<file path="config.mk">
export PLATFORM = sky130hd
export DESIGN_NAME = voice_scheduler_flat
export DESIGN_NICKNAME = d
export VERILOG_FILES = /design/src/rtl/voice_scheduler_pkg.sv /design/src/rtl/voice_scheduler_if.sv /design/src/rtl/voice_scheduler_slot.sv /design/src/rtl/voice_scheduler.sv /design/src/flat_wrapper.sv
export SDC_FILE = /design/constraint.sdc
export NUM_CORES = 1
export LEC_CHECK = 0
export CORE_UTILIZATION = 50
export CTS_CLUSTER_SIZE = 8
export DETAILED_ROUTE_END_ITERATION = 10
export PLACE_DENSITY_LB_ADDON = 0.2
export SLEW_MARGIN = 10
export SYNTH_ARGS = -nofsm -noshare
export SYNTH_HDL_FRONTEND = slang
export SYNTH_SLANG_ARGS = --single-unit
</file>
<file path="constraint.sdc">
create_clock -name clk -period 6.44 [get_ports clk]
set_clock_uncertainty 0.15 [all_clocks]
set_input_delay 0.644 -clock clk [delete_from_list [all_inputs] [get_ports clk]]
set_output_delay 0.644 -clock clk [all_outputs]
set_load 0.05 [all_outputs]
</file>
<file path="src/rtl/voice_scheduler_pkg.sv">
// Shared widths, the per-voice parameter bundle and the attack/decay clamp
// used by the voice scheduler and its voice slots.
package voice_scheduler_pkg;

  localparam int AMP_W      = 3;
  localparam int TIME_W     = 6;
  localparam int MAX_VOICES = 8;

  // Everything a dynamics unit needs to start a note.
  typedef struct packed {
    logic [AMP_W-1:0]  amp;
    logic [TIME_W-1:0] duration;
    logic [TIME_W-1:0] attack;
    logic [TIME_W-1:0] decay;
  } voice_params_t;

  // Smaller of two beat counts.
  function automatic logic [TIME_W-1:0] min_time(input logic [TIME_W-1:0] a,
                                                 input logic [TIME_W-1:0] b);
    if (a < b) begin
      return a;
    end else begin
      return b;
    end
  endfunction

  // Attack is capped at the duration and decay at whatever time the attack
  // leaves, so attack + decay never exceeds duration and nothing wraps.
  function automatic voice_params_t clamp_note(input logic [AMP_W-1:0]  amp,
                                               input logic [TIME_W-1:0] duration,
                                               input logic [TIME_W-1:0] attack,
                                               input logic [TIME_W-1:0] decay);
    voice_params_t p;
    p.amp      = amp;
    p.duration = duration;
    p.attack   = min_time(attack, duration);
    p.decay    = min_time(decay, duration - p.attack);
    return p;
  endfunction

endpackage

</file>
<file path="src/rtl/voice_scheduler_if.sv">
// Note handshake between the song/note reader (master) and the scheduler (slave).
interface voice_scheduler_if;
  import voice_scheduler_pkg::*;

  logic              note_valid;
  logic              note_ready;
  logic [AMP_W-1:0]  note_amp;
  logic [TIME_W-1:0] note_duration;
  logic [TIME_W-1:0] note_attack;
  logic [TIME_W-1:0] note_decay;

  modport master (
    output note_valid, note_amp, note_duration, note_attack, note_decay,
    input  note_ready
  );

  modport slave (
    input  note_valid, note_amp, note_duration, note_attack, note_decay,
    output note_ready
  );

endinterface

</file>
<file path="src/rtl/voice_scheduler_slot.sv">
// One voice slot: holds the parameters of the note it is playing and counts
// the note's remaining beats; busy drops on the beat after the count hits 0.
module voice_slot
  import voice_scheduler_pkg::*;
(
  input  logic          clk,
  input  logic          reset,
  input  logic          load,
  input  logic          beat,
  input  voice_params_t params_in,
  output voice_params_t params_out,
  output logic          busy
);

  voice_params_t     params_d, params_q;
  logic [TIME_W-1:0] remaining_d, remaining_q;
  logic              busy_d, busy_q;

  // Next state: a load takes priority over a coincident beat.
  always_comb begin
    params_d    = params_q;
    remaining_d = remaining_q;
    busy_d      = busy_q;
    if (load) begin
      params_d    = params_in;
      remaining_d = params_in.duration;
      busy_d      = 1'b1;
    end else if (beat && busy_q) begin
      if (remaining_q == {TIME_W{1'b0}}) begin
        busy_d = 1'b0;
      end else begin
        remaining_d = remaining_q - TIME_W'(1);
      end
    end else begin
      busy_d = busy_q;
    end
  end

  // Slot state register with synchronous reset.
  always_ff @(posedge clk) begin
    if (reset) begin
      params_q    <= '0;
      remaining_q <= {TIME_W{1'b0}};
      busy_q      <= 1'b0;
    end else begin
      params_q    <= params_d;
      remaining_q <= remaining_d;
      busy_q      <= busy_d;
    end
  end

  assign params_out = params_q;
  assign busy       = busy_q;

endmodule

</file>
<file path="src/rtl/voice_scheduler.sv">
// Allocates incoming notes to the lowest-numbered free voice slot, clamps the
// envelope times, pulses the chosen voice's new_note and stalls the reader
// while every voice is busy or playback is paused.
module voice_scheduler
  import voice_scheduler_pkg::*;
#(
  parameter int NUM_VOICES = 3
) (
  input  logic                         clk,
  input  logic                         reset,
  input  logic                         beat,
  input  logic                         play_enable,
  voice_scheduler_if.slave             note_bus,
  output logic [NUM_VOICES-1:0]        voice_new_note,
  output logic [AMP_W*NUM_VOICES-1:0]  voice_amp,
  output logic [TIME_W*NUM_VOICES-1:0] voice_duration,
  output logic [TIME_W*NUM_VOICES-1:0] voice_attack,
  output logic [TIME_W*NUM_VOICES-1:0] voice_decay,
  output logic [NUM_VOICES-1:0]        voice_busy
);

  logic [NUM_VOICES-1:0] busy_s;
  logic [NUM_VOICES-1:0] free_s;
  logic [NUM_VOICES-1:0] sel_s;
  logic [NUM_VOICES-1:0] load_s;
  logic                  ready_s;
  logic                  accept_s;
  voice_params_t         clamped_s;
  logic [NUM_VOICES-1:0] new_note_d, new_note_q;

  // Ready depends only on registered busy, so a slot freed this cycle is
  // offered from the next one. Held low while reset is asserted.
  assign ready_s             = ~reset & play_enable & ~(&busy_s);
  assign note_bus.note_ready = ready_s;
  assign accept_s            = note_bus.note_valid & ready_s;

  // Lowest free slot: isolate the least significant set bit of the free mask.
  assign free_s = ~busy_s;
  assign sel_s  = free_s & (~free_s + NUM_VOICES'(1));
  assign load_s = sel_s & {NUM_VOICES{accept_s}};

  assign clamped_s = clamp_note(note_bus.note_amp, note_bus.note_duration,
                                note_bus.note_attack, note_bus.note_decay);

  // The load pulse is delayed one cycle so it lines up with the loaded params.
  always_comb begin
    new_note_d = load_s;
  end

  // new_note pulse register with synchronous reset.
  always_ff @(posedge clk) begin
    if (reset) begin
      new_note_q <= {NUM_VOICES{1'b0}};
    end else begin
      new_note_q <= new_note_d;
    end
  end

  assign voice_new_note = new_note_q;
  assign voice_busy     = busy_s;

  for (genvar i = 0; i < NUM_VOICES; i++) begin : g_slot
    voice_params_t slot_params_s;

    voice_slot u_slot (
      .clk        (clk),
      .reset      (reset),
      .load       (load_s[i]),
      .beat       (beat),
      .params_in  (clamped_s),
      .params_out (slot_params_s),
      .busy       (busy_s[i])
    );

    assign voice_amp[AMP_W*i +: AMP_W]       = slot_params_s.amp;
    assign voice_duration[TIME_W*i +: TIME_W] = slot_params_s.duration;
    assign voice_attack[TIME_W*i +: TIME_W]   = slot_params_s.attack;
    assign voice_decay[TIME_W*i +: TIME_W]    = slot_params_s.decay;
  end

endmodule
</file>
<file path="src/flat_wrapper.sv">
// flat-port wrapper written by rule: the top's interface ports become plain ports
module voice_scheduler_flat import voice_scheduler_pkg::*;
#(
  parameter int NUM_VOICES = 3
)
  (clk, reset, beat, play_enable, voice_new_note, voice_amp, voice_duration, voice_attack, voice_decay, voice_busy, note_bus_note_valid, note_bus_note_amp, note_bus_note_duration, note_bus_note_attack, note_bus_note_decay, note_bus_note_ready);
  voice_scheduler_if note_bus_i ();
  input  logic clk;
  input  logic reset;
  input  logic beat;
  input  logic play_enable;
  output logic [NUM_VOICES-1:0] voice_new_note;
  output logic [AMP_W*NUM_VOICES-1:0] voice_amp;
  output logic [TIME_W*NUM_VOICES-1:0] voice_duration;
  output logic [TIME_W*NUM_VOICES-1:0] voice_attack;
  output logic [TIME_W*NUM_VOICES-1:0] voice_decay;
  output logic [NUM_VOICES-1:0] voice_busy;
  input wire logic [$bits(note_bus_i.note_valid)-1:0] note_bus_note_valid;
  input wire logic [$bits(note_bus_i.note_amp)-1:0] note_bus_note_amp;
  input wire logic [$bits(note_bus_i.note_duration)-1:0] note_bus_note_duration;
  input wire logic [$bits(note_bus_i.note_attack)-1:0] note_bus_note_attack;
  input wire logic [$bits(note_bus_i.note_decay)-1:0] note_bus_note_decay;
  output wire logic [$bits(note_bus_i.note_ready)-1:0] note_bus_note_ready;
  assign note_bus_i.note_valid = note_bus_note_valid;
  assign note_bus_i.note_amp = note_bus_note_amp;
  assign note_bus_i.note_duration = note_bus_note_duration;
  assign note_bus_i.note_attack = note_bus_note_attack;
  assign note_bus_i.note_decay = note_bus_note_decay;
  assign note_bus_note_ready = note_bus_i.note_ready;
  voice_scheduler #(.NUM_VOICES(NUM_VOICES)) u_core (.clk(clk), .reset(reset), .beat(beat), .play_enable(play_enable), .note_bus(note_bus_i), .voice_new_note(voice_new_note), .voice_amp(voice_amp), .voice_duration(voice_duration), .voice_attack(voice_attack), .voice_decay(voice_decay), .voice_busy(voice_busy));
endmodule
</file>
==> results.txt <==
FP Rows - 32
Post-synth EDFFs - 0
H-tree depth - 3
Largest net degree at the start of global routing - 86
RSZ-0062 raised after global routing - false
Top-count cell post-synth - nand2_1
Grt ovf - 0
Period minus WS final - 5.669 ns
Synth warn - 0
Area share of the largest cell type after synthesis - 42.16%
TritonCTS clock tree - yes
HPWL Detailed - 8405 um
Post-CTS Setup Bufs - 0
Die X - 92.90 um
Syn Inst Count - 506
Syn Nets - 552
Switch share - 29.74%
Final net count - 639
GRT Util Overall - 27.45%
Mean post-synth cell area - 8.165 um2
Fin util - 68.19%
Dpl cell area - 0.005139 mm2
Unique masters post-synth - 53
Crit path launch type - input port
Sequential share of the synthesized area - 42.16%
Pre-Repair DR Iteration Count - 5
Peak supply drop - 0.1732 mV
Largest cells by area after synthesis - dfxtp_1 (42%), nand2_1 (8.1%), ha_1 (5.8%)
Worst Path Required - 6.55 ns
Worst-path cell chain - clkdlybuf4s50_1 > inv_1 > ha_1 > a21oi_1 > o21a_1 > o21a_1 > nor2_1 > a21oi_1 > inv_1 > ha_1 > fa_1 > or3_1 > o311a_1 > mux2_2 > xor2_1 > ha_1 > a2111o_1 > o21ai_2 > a211oi_1 > a2111o_1 > o21ai_1
Die area - 0.008630 mm2
CP Max Fanout - 11
CP Depth - 21
Worst r2r dst - u_core.g_slot[1].u_slot.params_out[4]$_SDFFE_PP0P_
# diodes - 0
Clock power frac - 33.3%
Endpoints failing setup - 0
Crit-path max cell delay - 0.56 ns
Clk root buf - clkbuf_8
CP arrival - 5.78 ns
Period utilization - 88.03%
CTS Buffer Depth - 2
Top Family by Delay on Critical Path - compound AO/OA/AOI/OAI gates
Critical path class - input port to register
Max Cap Viol - 0
Asr flop ratio synth - 0%
WL final - 11520 um
Worst hold-check path type - register to register
Initial antenna violation count - 0
Area grow syn2layout - 29.53%
CP Capture Type - register
Reg2reg setup slack - 3.35 ns
Sequential Power Share - 45.1%
Leakage - 1.924 nW
Status - finished, final reports clean
Clk Latency, worst-skew pair - 0.35 ns
Pwr dens - 229.9 mW/mm2
Reg2reg path depth - 5
First-pass GRT wire length - 18360 um
P_sw - 0.3659 mW
Gp weighted congestion - 0.9991
ANT nets after route - 0
Synth area leader - dfxtp_1
Post-CTS sizing - 0
Dominant synthesized flop cell - dfxtp_1
Core area - 0.007848 mm2
Post-synth top cells - nand2_1 (89), dfxtp_1 (87), nor2_1 (49)
Number of synthesized register bits - 87
Combinational power share - 21.6%
Hold_buf cts - 0
Clock transition at the registers of the reported paths - 0.08 ns
Count of pins over their slew limit - 0
Setup crit end - u_core.g_slot[1].u_slot.params_out[5]$_SDFFE_PP0P_
Vias in the first global route - 3748
Vias per inst - 5.643
DRC - 0
Endpoints failing hold - 0
Worst path buffer plus inverter count - 3
Fraction of layout cells with a size suffix above 1 - 6.355%
Port bufs - 95
Design area - 0.005351 mm2
Vias - 3950
Starting density of the core - 52.65%
DR WL/cell - 16.46 um
CTS sink count - 87
I/O Pins - 96
Die Y - 92.90 um
Worst setup path startpoint - note_bus_note_duration[5]
Slew HR - 31.14%
Reg2Reg Launch Point - u_core.g_slot[1].u_slot.busy$_SDFFE_PP0P_
Slew @ Worst Pin - 1.032 ns
DRT iter0 DRCs - 205
CP most frequent cell - ha_1
Max stage delay cell, worst path - clkdlybuf4s50_1
Final TNS setup - 0 ns
Internal - 0.8644 mW
Synth Cell Area - 0.004131 mm2
Clock buffer count from CTS - 9
Fmax - 176.4 MHz
==> power groups by stage <==
stage / Sequential, mW / Clock, mW / Combinational (mW)
after detailed placement: 0.568 / 0 / 0.262
final: 0.555 / 0.410 / 0.265
after global placement: 0.567 / 0 / 0.258
after global routing: 0.557 / 0.436 / 0.288
after CTS: 0.555 / 0.415 / 0.264
after floorplan: 0.596 / 0 / 0.152
==> worst min-delay path by stage <==
stage / start / end / slack (ns) / cells after the start
3_3_place_gp: u_core.g_slot[0].u_slot.params_out[19]$_SDFFE_PP0P_ / u_core.g_slot[0].u_slot.params_out[19]$_SDFFE_PP0P_ / 0.29 / 2
6_report: u_core.g_slot[0].u_slot.params_out[19]$_SDFFE_PP0P_ / u_core.g_slot[0].u_slot.params_out[19]$_SDFFE_PP0P_ / 0.31 / 2
3_5_place_dp: u_core.g_slot[0].u_slot.params_out[19]$_SDFFE_PP0P_ / u_core.g_slot[0].u_slot.params_out[19]$_SDFFE_PP0P_ / 0.30 / 2
4_1_cts: u_core.g_slot[0].u_slot.params_out[19]$_SDFFE_PP0P_ / u_core.g_slot[0].u_slot.params_out[19]$_SDFFE_PP0P_ / 0.31 / 2
2_1_floorplan: u_core.g_slot[0].u_slot.remaining_q[4]$_SDFFE_PP0P_ / u_core.g_slot[0].u_slot.remaining_q[4]$_SDFFE_PP0P_ / 0.31 / 2
5_1_grt: u_core.g_slot[0].u_slot.params_out[19]$_SDFFE_PP0P_ / u_core.g_slot[0].u_slot.params_out[19]$_SDFFE_PP0P_ / 0.33 / 2
==> through the flow <==
stage          setup WS (ns)  hold slack, ns  std cells  power, mW
6_report              0.7706          0.3066        700      1.230
5_1_grt               0.4126          0.3308        700      1.281
4_1_cts               0.7798          0.3072        700      1.233
3_5_place_dp          0.4306          0.2960        684     0.8296
3_3_place_gp          0.6193          0.2921        684     0.8250
2_1_floorplan          1.166          0.3053        506     0.7481
==> registers in the layout, summed over array words and instances, names as in the netlist <==
signal	flops
u_core.g_slot.u_slot.busy	3
u_core.g_slot.u_slot.params_out	63
u_core.voice_new_note	3
u_core.g_slot.u_slot.remaining_q	18
==> kinds of logic after synthesis <==
group / count (synthesis) / synth area share, %
compound gates: 145 / 22.74
fa+ha+maj: 20 / 6.239
mux: 4 / 0.9994
buf+inv: 51 / 5.421
simple gates: 193 / 21.17
flops: 87 / 42.16
xor+xnor: 6 / 1.272
==> worst register-to-register path, stage by stage (launching register included) <==
cell,delay (ns)
dfxtp_1,0.38
nand4b_1,0.85
inv_1,1.13
and3_1,0.29
mux2i_1,0.08
a31oi_1,0.14
==> area by class of cell <==
cell class                 instances  area, um2
inverter                          22      82.58
fill                             665       2496
clock inverter                     5      81.33
timing repair buffer             105       1021
clock buffer                      11      131.4
sequential                        87       1742
multi-input combinational        368       2166
tap                              102      127.6
==> placed cells by master, fill, tap and decap left out, types with 6 or more instances in the layout <==
master / count
a211oi_1: 25
a21oi_1: 47
a31oi_1: 15
buf_4: 10
clkbuf_8: 9
clkdlybuf4s50_1: 94
dfxtp_1: 87
ha_1: 19
inv_1: 21
nand2_1: 89
nand2b_1: 6
nand3b_1: 10
nor2_1: 49
nor2b_1: 9
nor3_1: 8
o21ai_0: 16
==> routing by layer <==
| layer | wire length [um] | track usage, % |
|---|---|---|
| met5 | 0 | 0 |
| met4 | 300 | 13.59 |
| met3 | 844 | 5.501 |
| met2 | 5616 | 45.71 |
| met1 | 4762 | 33.55 |
No activity file was read; power rests on OpenSTA's default activity.
